==> config.mk <==
export PLATFORM = sky130hd
export DESIGN_NAME = serial_adder_flat
export DESIGN_NICKNAME = d
export VERILOG_FILES = /design/src/rtl/serial_adder_if.sv /design/src/rtl/serial_adder.sv /design/src/flat_wrapper.sv
export SDC_FILE = /design/constraint.sdc
export NUM_CORES = 1
export LEC_CHECK = 0
export CAP_MARGIN = 0
export CELL_PAD_IN_SITES_DETAIL_PLACEMENT = 1
export CELL_PAD_IN_SITES_GLOBAL_PLACEMENT = 2
export CORE_ASPECT_RATIO = 1.75
export CORE_MARGIN = 8
export CORE_UTILIZATION = 34
export CTS_CLUSTER_SIZE = 16
export DETAILED_ROUTE_END_ITERATION = 16
export PLACE_DENSITY = 0.93
export SLEW_MARGIN = 30
export SYNTH_ARGS = -nofsm -noshare
export SYNTH_HDL_FRONTEND = slang
export SYNTH_SLANG_ARGS = --single-unit
export TNS_END_PERCENT = 10
==> constraint.sdc <==
create_clock -name clk -period 4.09 [get_ports clk]
set_input_delay 1.0225 -clock clk [delete_from_list [all_inputs] [get_ports clk]]
set_output_delay 1.0225 -clock clk [all_outputs]
set_load 0.005 [all_outputs]
==> src/rtl/serial_adder_if.sv <==
// serial_adder_if: start/busy/done handshake and operand/result bus for serial_adder
//   master: start, a, b, cin out; busy, done, sum, cout (and ovf) in
//   slave : mirror of master
//   OVERFLOW_FLAG_EN adds the ovf result signal
interface serial_adder_if #(parameter int WIDTH = 8);
    logic             start;
    logic [WIDTH-1:0] a;
    logic [WIDTH-1:0] b;
    logic             cin;
    logic             busy;
    logic             done;
    logic [WIDTH-1:0] sum;
    logic             cout;
`ifdef OVERFLOW_FLAG_EN
    logic             ovf;
    modport master (output start, a, b, cin, input busy, done, sum, cout, ovf);
    modport slave  (input start, a, b, cin, output busy, done, sum, cout, ovf);
`else
    modport master (output start, a, b, cin, input busy, done, sum, cout);
    modport slave  (input start, a, b, cin, output busy, done, sum, cout);
`endif
endinterface

==> src/rtl/serial_adder.sv <==
// serial_adder: bit-serial WIDTH-bit adder, one full-adder cell plus carry flop, LSB first
//   clk, rst : clock and synchronous active-high reset
//   bus      : serial_adder_if.slave (start/a/b/cin in; busy/done/sum/cout out)
//   OVERFLOW_FLAG_EN: adds registered signed-overflow flag bus.ovf
module serial_adder #(parameter int WIDTH = 8) (
    input  logic          clk,
    input  logic          rst,
    serial_adder_if.slave bus
);
    localparam int CW = $clog2(WIDTH);
    typedef enum logic [1:0] {IDLE, SHIFT, DONE} state_t;
    state_t           r_state;
    logic [WIDTH-1:0] r_a;
    logic [WIDTH-1:0] r_b;
    logic [WIDTH-1:0] r_sum;
    logic [CW-1:0]    r_cnt;
    logic             r_carry;
    logic             r_busy;
    logic             r_done;
    logic             r_cout;
    logic             w_bit;
    logic             w_carry;
    logic             w_load;
    logic             w_last;
    assign w_bit   = r_a[0] ^ r_b[0] ^ r_carry;
    assign w_carry = (r_a[0] & r_b[0]) | (r_carry & (r_a[0] ^ r_b[0]));
    assign w_load  = bus.start && (r_state != SHIFT);
    assign w_last  = r_cnt == CW'(WIDTH - 1);
    assign bus.busy = r_busy;
    assign bus.done = r_done;
    assign bus.sum  = r_sum;
    assign bus.cout = r_cout;
`ifdef OVERFLOW_FLAG_EN
    logic r_ovf;
    assign bus.ovf = r_ovf;
    always_ff @(posedge clk) begin
        if (rst)
            r_ovf <= 1'b0;
        else if (r_state == SHIFT && w_last)
            r_ovf <= r_carry ^ w_carry;
    end
`endif
    // r_a doubles as the result shift register: each sum bit enters the MSB
    // as the consumed operand bit leaves the LSB.
    always_ff @(posedge clk) begin
        if (rst) begin
            r_state <= IDLE;
            r_a     <= '0;
            r_b     <= '0;
            r_sum   <= '0;
            r_cnt   <= '0;
            r_carry <= 1'b0;
            r_busy  <= 1'b0;
            r_done  <= 1'b0;
            r_cout  <= 1'b0;
        end else begin
            r_done <= 1'b0;
            if (w_load) begin
                r_a     <= bus.a;
                r_b     <= bus.b;
                r_carry <= bus.cin;
                r_cnt   <= '0;
                r_state <= SHIFT;
                r_busy  <= 1'b1;
            end else if (r_state == SHIFT) begin
                r_a     <= {w_bit, r_a[WIDTH-1:1]};
                r_b     <= r_b >> 1;
                r_carry <= w_carry;
                r_cnt   <= r_cnt + CW'(1);
                if (w_last) begin
                    r_state <= DONE;
                    r_busy  <= 1'b0;
                    r_done  <= 1'b1;
                    r_sum   <= {w_bit, r_a[WIDTH-1:1]};
                    r_cout  <= w_carry;
                end
            end else begin
                r_state <= IDLE;
            end
        end
    end
endmodule
==> src/flat_wrapper.sv <==
// flat-port wrapper written by rule: the top's interface ports become plain ports
module serial_adder_flat 
#(parameter int WIDTH = 8)
  (clk, rst, bus_start, bus_a, bus_b, bus_cin, bus_busy, bus_done, bus_sum, bus_cout);
  serial_adder_if #(.WIDTH(WIDTH)) bus_i ();
  input  logic clk;
  input  logic rst;
  input wire logic [$bits(bus_i.start)-1:0] bus_start;
  input wire logic [$bits(bus_i.a)-1:0] bus_a;
  input wire logic [$bits(bus_i.b)-1:0] bus_b;
  input wire logic [$bits(bus_i.cin)-1:0] bus_cin;
  output wire logic [$bits(bus_i.busy)-1:0] bus_busy;
  output wire logic [$bits(bus_i.done)-1:0] bus_done;
  output wire logic [$bits(bus_i.sum)-1:0] bus_sum;
  output wire logic [$bits(bus_i.cout)-1:0] bus_cout;
  assign bus_i.start = bus_start;
  assign bus_i.a = bus_a;
  assign bus_i.b = bus_b;
  assign bus_i.cin = bus_cin;
  assign bus_busy = bus_i.busy;
  assign bus_done = bus_i.done;
  assign bus_sum = bus_i.sum;
  assign bus_cout = bus_i.cout;
  serial_adder #(.WIDTH(WIDTH)) u_core (.clk(clk), .rst(rst), .bus(bus_i));
endmodule
==> flow_summary.ini, run 1 <==
[drt]
dr.pass1.iters = 2
vias_per_cell = 5.15
top_layer_used = met4
via_count = 1040
drt-total-wl_um = 3430
ant_nets = 0
route.detailed.wl_per_inst_um = 17.0
met3_length_um = 188
wl_met2_um = 1800
routedLengthMet1_um = 1360
post-route-drc-count = 0
drtIter0Drc = 19

[min_path]
hold_start = u_core.bus.sum[5]$_SDFFE_PP0P_
hold_path_depth = 1
hold_end = u_core.bus.sum[5]$_SDFFE_PP0P_
hold_path.class = flip-flop to flip-flop

[timing]
slew_headroom = 0.583
setup_viol = 0
hold_viol = 0
period_share = 0.531
fmax_mhz = 460
skew_ns = 0.00588
worst_pin_slew_ns = 0.625
rsz0062_at_grt = false
finalCriticalPeriod_ns = 2.17
setup_tns_ns = 0
slew_viol_final = 0

[worst_setup_path]
r2r_end = u_core.bus.sum[1]$_SDFFE_PP0P_
crit_arrival_ns = 1.15
r2r_slack_ns = 2.64
cp_cell_sequence = clkdlybuf4s50_1
required_ns = 3.07
timing_worst_setup_path_type = flip-flop to primary output
path_buf_inv = 1
critPathMaxStageDelay_ns = 0.52
crit_family = buffers and inverters
critical-path-slowest-cell = clkdlybuf4s50_1
ff2ff_path_depth = 5
cp-startpoint = u_core.bus.sum[6]$_SDFFE_PP0P_
end_kind = primary output
path_max_fanout = 2
critPathLaunchType = flip-flop
reg2reg_from = u_core.r_cnt[0]$_SDFFE_PP0N_

[cells_and_area]
nets = 175
final_cell_area_um2 = 1820
fillers = 455
layout-drive-gt1-share = 0.196
diodes = 0
multi_input_area_um2 = 686
layout.cells.non_filler = 202
area_growth_pct = 26.1
seq_area_um2 = 661

[flow_run]
maxCapViolations = 0

[clock_network]
root_buffer = clkbuf_8
htree_levels = 2
hold_buffers = 0
clk_latency_ns = 0.29
post-cts-setup-buffers = 0
numClockSinks = 33
cts_resized = 0
clk_pin_slew_ns = 0.07
cts.path.max_buffers = 2
cts_tree = yes
numCtsBuffers = 5

[synth]
postSynthAreaPerCell_um2 = 11.7
seq_area_frac_synth = 0.458
ys_warn_count = 0
ys_ff_latch = 33
synth_cells = 123
netlist-cell-type-count = 21
syn_nets = 146
syn_area_um2 = 1440

[placement]
placed_area_um2 = 1720
globalplace.congestion = 0.731
placedCellCount = 194
place_hpwl_um = 2460
numPortBuffers = 30

[floorplan]
start_util = 0.351
ioPinCount = 31
num_rows = 31
die_h_um = 102
die-area_um2 = 6670
core_area_um2 = 4110
die_x_um = 65.2

[global_route]
grt_start_max_net_pins = 34
antenna_found_initial = 0
overflow = 0
grt_pass1_vias = 1148
grtUsageTotal = 0.111
grt_pass1_wl_um = 5740

[power_and_ir_drop]
peakVddDrop_mv = 0.190
leakagePower_uw = 0.000747
power.density_nw_per_um2 = 390

[status]
status = finished, final reports clean
-- where the power goes --
part	total [µW]	internal, µW	switching [µW]
Clock	269	152	117
Combinational	90.0	45.5	44.5
Sequential	351	338	12.3
Total	710	536	174
-- state kept, by name, summed over array words and instances, names as in the netlist --
register and flops:
u_core.r_cnt 3, u_core.bus.done 1, u_core.bus.busy 1, u_core.bus.sum 8
u_core.r_a 8, u_core.r_state 2, u_core.bus.cout 1, u_core.r_b 8
u_core.r_carry 1
-- Yosys cell counts (all sizes together) --
library cell | number | area (µm²)
a211oi | 16 | 200
ha | 2 | 25.0
nor2b | 3 | 26.3
nor2 | 18 | 70.1
nand2 | 2 | 7.51
o21a | 1 | 7.51
nand2b | 2 | 12.5
buf | 10 | 96.3
nand3b | 4 | 42.5
dfxtp | 33 | 661
a22o | 9 | 78.8
mux2i | 17 | 170
a21oi | 4 | 20.0
nor3 | 1 | 5.00
fa | 1 | 20.0
-- per-layer routing --
metal  track usage  vias up
li1              -      497
met1         0.110      513
met4        0.0557        0
met5             0        -
met2         0.197       24
met3        0.0384        6
-- cell type report --
cell class | instances | share of cell area
multi-input combinational | 80 | 0.377
sequential | 33 | 0.363
timing repair buffer | 32 | 0.171
clock buffer | 7 | 0.0530
tap | 49 | 0.0337
clock inverter | 1 | 0.00275
-- worst max path at each step --
stage / end / cells after the start / slack [ns]
floorplan: u_core.r_b[2]$_SDFFE_PP0P_ / 4 / 2.38
global placement: u_core.r_a[6]$_SDFFE_PP0P_ / 3 / 1.26
detailed placement: u_core.bus.sum[1]$_SDFFE_PP0P_ / 4 / 1.71
CTS: bus_sum[6] / 1 / 1.88
global route: bus_sum[6] / 1 / 1.86
finish: bus_sum[6] / 1 / 1.92
-- layout by cell type, fill, tap and decap left out --
master            n
nand2_1           2
nand2b_1          2
nand3b_4          1
clkdlybuf4s50_1  29
buf_2             1
nor2b_4           1
nand3b_1          3
nor2_2            1
o21a_1            1
dfxtp_1          33
buf_4             2
a211oi_2         16
nor2_1           17
a22o_1            9
clkinv_2          1
clkbuf_8          7
nor2b_1           2
nor3_1            1
mux2i_1          17
ha_1              2
fa_1              1
a21oi_1           4
-- stage by stage --
stage / hold slack (ns) / power [µW] / setup slack [ns] / utilization
floorplan: 0.464 / 422 / 2.38 / -
global placement: 0.462 / 444 / 1.26 / 0.419
detailed placement: 0.476 / 449 / 1.71 / 0.418
CTS: 0.494 / 721 / 1.88 / 0.442
global route: 0.507 / 746 / 1.86 / 0.442
finish: 0.487 / 710 / 1.92 / 0.442
-- kinds of logic (layout without fill, tap and decap cells) --
| family | Yosys count | count (layout) | share of synthesized area |
|---|---|---|---|
| and+or+nand+nor | 30 | 30 | 0.114 |
| muxes | 17 | 17 | 0.118 |
| DFF | 33 | 33 | 0.458 |
| adders and majority gates | 3 | 3 | 0.0312 |
| buffers and inverters | 10 | 40 | 0.0668 |
| AOI/OAI and AO/OA | 30 | 30 | 0.212 |
Note: power is estimated with default switching activity, not from simulation.
==> run 2, diff against run 1 <==
Settings changed: CORE_UTILIZATION 34 to 32, PLACE_DENSITY 0.93 to 0.89.
Clock period 4.09 ns to 2.2 ns, I/O delays scaled along.
==> run 2 against run 1 <==
Compared with the run above:
- clock power grew 120%
- clock-buffer cell count stayed put
- die area increased by 5.0%
- final cell count is 2.5% higher
- non-clock buffer count is 3 higher
- hold slack got worse by 0.0069 ns
- flip-flop and latch count is the same
- first-iteration DRC count fell by 53%
- critical path depth is the same
- largest power group unchanged
- highest routed layer unchanged
==> flow_summary.ini, run 2 (synthesized netlist as in run 1, its figures left out) <==
[timing]
skew_ns = 0.0111
slew_headroom = 0.634
rsz0062_at_grt = false
hold_viol = 0
fmax_mhz = 591
finalCriticalPeriod_ns = 1.69
setup_tns_ns = 0
setup_viol = 0
worst_pin_slew_ns = 0.549
period_share = 0.769
slew_viol_final = 0

[worst_setup_path]
critical-path-slowest-cell = clkdlybuf4s50_1
crit_cells = 1
timing_worst_setup_path_type = flip-flop to primary output
cp_cell_sequence = clkdlybuf4s50_1
crit_family = buffers and inverters
critPathMaxStageDelay_ns = 0.51
reg2reg_from = u_core.r_state[1]$_SDFFE_PP0P_
path_max_fanout = 2
r2r_slack_ns = 0.69
end_kind = primary output
ff2ff_path_depth = 4
r2r_end = u_core.r_a[7]$_SDFFE_PP0P_
crit_arrival_ns = 1.14
required_ns = 1.65
path_buf_inv = 1
critPathLaunchType = flip-flop
cp-startpoint = u_core.bus.sum[6]$_SDFFE_PP0P_

[cells_and_area]
nets = 178
final_cell_mix = 33 x dfxtp_1, 30 x clkdlybuf4s50_1, 17 x mux2i_1, 17 x nor2_1, 16 x a211oi_2
area_growth_pct = 30.1
final_common_cell = dfxtp_1
diodes = 0
layout-drive-gt1-share = 0.199

[drt]
drt-total-wl_um = 3420
vias_per_cell = 5.01
dr.pass1.iters = 3
via_count = 1038
ant_nets = 0
route.detailed.wl_per_inst_um = 16.5
post-route-drc-count = 0
drtIter0Drc = 9

[clock_network]
post-cts-setup-buffers = 0
numCtsBuffers = 5
hold_buffers = 0
cts_tree = yes
cts_resized = 0
cts.path.max_buffers = 2
clk_pin_slew_ns = 0.07
htree_levels = 2
clk_latency_ns = 0.29
numClockSinks = 33
root_buffer = clkbuf_8

[global_route]
grt_pass1_wl_um = 5620
overflow = 0
grt_pass1_vias = 1220
grtUsageTotal = 0.104
antenna_found_initial = 0
grt_start_max_net_pins = 23

[power_and_ir_drop]
power.density_nw_per_um2 = 757
peakVddDrop_mv = 0.561
p_comb_frac = 0.125
leakagePower_uw = 0.000770
seqPwrFrac = 0.459
power.internal_uw = 1090
p_switching_uw = 331
report.power.total_uw = 1420
clock_power_share = 0.417
swShare = 0.233

[placement]
globalplace.congestion = 0.710
numPortBuffers = 30
place_hpwl_um = 2560

[min_path]
hold_end = u_core.bus.sum[0]$_SDFFE_PP0P_
hold_start = u_core.bus.sum[0]$_SDFFE_PP0P_
hold_path_depth = 1
hold_path.class = flip-flop to flip-flop

[floorplan]
num_rows = 32
die_h_um = 105
start_util = 0.331
ioPinCount = 31
core_area_um2 = 4360
die-area_um2 = 7000
die_x_um = 66.8

[status]
status = finished, final reports clean

[flow_run]
maxCapViolations = 0
## run 2: through the flow
stage / worst slack, ns / cells / util / hold slack [ns] / area [µm²]
4_1_cts: 0.487 / 207 / 0.430 / 0.490 / 1880
2_1_floorplan: 0.905 / 123 / - / 0.464 / 1440
3_3_place_gp: 0.459 / 199 / 0.403 / 0.466 / 1760
6_report: 0.509 / 207 / 0.430 / 0.480 / 1880
5_1_grt: 0.464 / 207 / 0.430 / 0.512 / 1880
3_5_place_dp: 0.411 / 199 / 0.403 / 0.474 / 1760
## run 2: power by group through the flow
stage	logic (µW)	clock network, µW	registers, µW
floorplan	126	0	659
global placement	170	0	663
detailed placement	179	0	665
CTS	180	606	652
global route	195	632	654
finish	178	592	652
## run 2: how the worst max path moves through the flow
stage / endpoint
after floorplan: u_core.bus.sum[7]$_SDFFE_PP0P_
after global placement: u_core.bus.sum[4]$_SDFFE_PP0P_
after detailed placement: u_core.bus.sum[1]$_SDFFE_PP0P_
after CTS: bus_busy
after global routing: bus_sum[3]
final: bus_sum[6]
## run 2: final cells by class
type | count | area [µm²]
clock inverter | 1 | 30.0
sequential | 33 | 661
multi-input combinational | 80 | 686
clock buffer | 7 | 86.3
timing repair buffer | 35 | 350
fill | 496 | 2490
tap | 51 | 63.8
## run 2: metal layers
layer | GRT usage | up-vias | part of all wire
li1 | - | 504 | -
met1 | 0.0940 | 501 | 0.39
met2 | 0.188 | 23 | 0.53
met3 | 0.0310 | 10 | 0.048
met4 | 0.0645 | 0 | 0.032
met5 | 0 | - | 0
==> run 3, diff against run 2 <==
Clock period 2.2 ns to 1.6 ns, I/O delays scaled along.
==> run 3 against run 2 <==
Compared with the run above:
- worst setup slack got worse by 0.45 ns
- combinational power is 35% higher
- die area stayed put
- flip-flop and latch count did not move
- register-to-register slack got worse by 0.46 ns
- hold slack lost 0.0012 ns
- critical path type unchanged
==> flow_summary.ini, run 3 (synthesized netlist as in run 1, its figures left out) <==
[timing]
worst_pin_slew_ns = 0.353
hold_viol = 0
setup_tns_ns = 0
setup_viol = 0
finalCriticalPeriod_ns = 1.54
skew_ns = 0.00539
period_share = 0.962
rsz0062_at_grt = false
slew_headroom = 0.764
slew_viol_final = 0
fmax_mhz = 650

[floorplan]
die_h_um = 105
core_area_um2 = 4360
die_x_um = 66.8
start_util = 0.331
ioPinCount = 31
die-area_um2 = 7000
num_rows = 32

[drt]
drtIter0Drc = 5
dr.pass1.iters = 4
via_count = 1016
vias_per_cell = 4.91
route.detailed.wl_per_inst_um = 15.7
post-route-drc-count = 0
ant_nets = 0
drt-total-wl_um = 3260

[worst_setup_path]
path_buf_inv = 1
crit_family = buffers and inverters
critPathMaxStageDelay_ns = 0.52
end_kind = primary output
required_ns = 1.20
timing_worst_setup_path_type = flip-flop to primary output
cp-startpoint = u_core.bus.busy$_SDFFE_PP0P_
critPathLaunchType = flip-flop
cp_cell_sequence = clkdlybuf4s50_1
crit_arrival_ns = 1.14
path_max_fanout = 2
critical-path-slowest-cell = clkdlybuf4s50_1
reg2reg_from = u_core.r_cnt[0]$_SDFFE_PP0N_

[placement]
globalplace.congestion = 0.700
placed_area_um2 = 1770
numPortBuffers = 30
place_hpwl_um = 2520

[clock_network]
clk_latency_ns = 0.28
numClockSinks = 33
cts_resized = 0
htree_levels = 2
clk_pin_slew_ns = 0.06
cts.path.max_buffers = 2
root_buffer = clkbuf_8
cts_tree = yes
numCtsBuffers = 5
post-cts-setup-buffers = 0
hold_buffers = 0

[global_route]
grt_start_max_net_pins = 25
grtUsageTotal = 0.101
overflow = 0
grt_pass1_wl_um = 5510
grt_pass1_vias = 1170
antenna_found_initial = 0

[min_path]
hold_start = u_core.bus.sum[0]$_SDFFE_PP0P_
hold_path.class = flip-flop to flip-flop

[power_and_ir_drop]
leakagePower_uw = 0.000761
peakVddDrop_mv = 0.621
power.density_nw_per_um2 = 944

[status]
status = finished, final reports clean

[cells_and_area]
final_common_cell = dfxtp_1
nets = 179
area_growth_pct = 28.5
fillers = 490
diodes = 0
final_cell_mix = 33 x dfxtp_1, 30 x clkdlybuf4s50_1, 17 x mux2i_1, 17 x nor2_1, 16 x a211oi_2
final_cell_area_um2 = 1850
layout-drive-gt1-share = 0.199

[flow_run]
maxCapViolations = 0
run 3: stage by stage:
step	setup WS (ns)	utilization	total power (µW)	std cells	hold WS, ns
finish	0.0616	0.425	1750	207	0.478
CTS	0.0373	0.425	1780	207	0.487
global placement	0.0458	0.405	1150	200	0.466
global route	0.0216	0.425	1840	207	0.514
detailed placement	-0.0137	0.405	1160	200	0.468
floorplan	0.305	-	1080	123	0.464
run 3: layout make-up:
type,count,area (µm²),share of cell area
multi-input cells,80,686,0.370
flip-flops and latches,33,661,0.356
repair buffers,36,358,0.193
clock buffers,7,86.3,0.0466
well taps,51,63.8,0.0344
run 3: path summary, 6_finish.rpt:
check / endpoint / slack [ns] / cells past startpoint
min: u_core.bus.sum[0]$_SDFFE_PP0P_ / 0.48 / 1
max reg2reg: u_core.bus.sum[4]$_SDFFE_PP0P_ / 0.23 / 5
min reg2reg: u_core.bus.sum[0]$_SDFFE_PP0P_ / 0.48 / 1
max: bus_busy / 0.06 / 1
run 3: routing by layer:
metal  vias to the layer above  track usage  wire [µm]
met2                        19        0.176       1790
li1                        503            -          -
met5                         -            0          0
met1                       488        0.102       1250
met3                         6       0.0332        165
met4                         0       0.0461         59
run 3: power breakdown:
part	total [µW]	internal [µW]	switching [µW]
clock	613	341	272
combinational	241	126	115
sequential	896	866	30.9
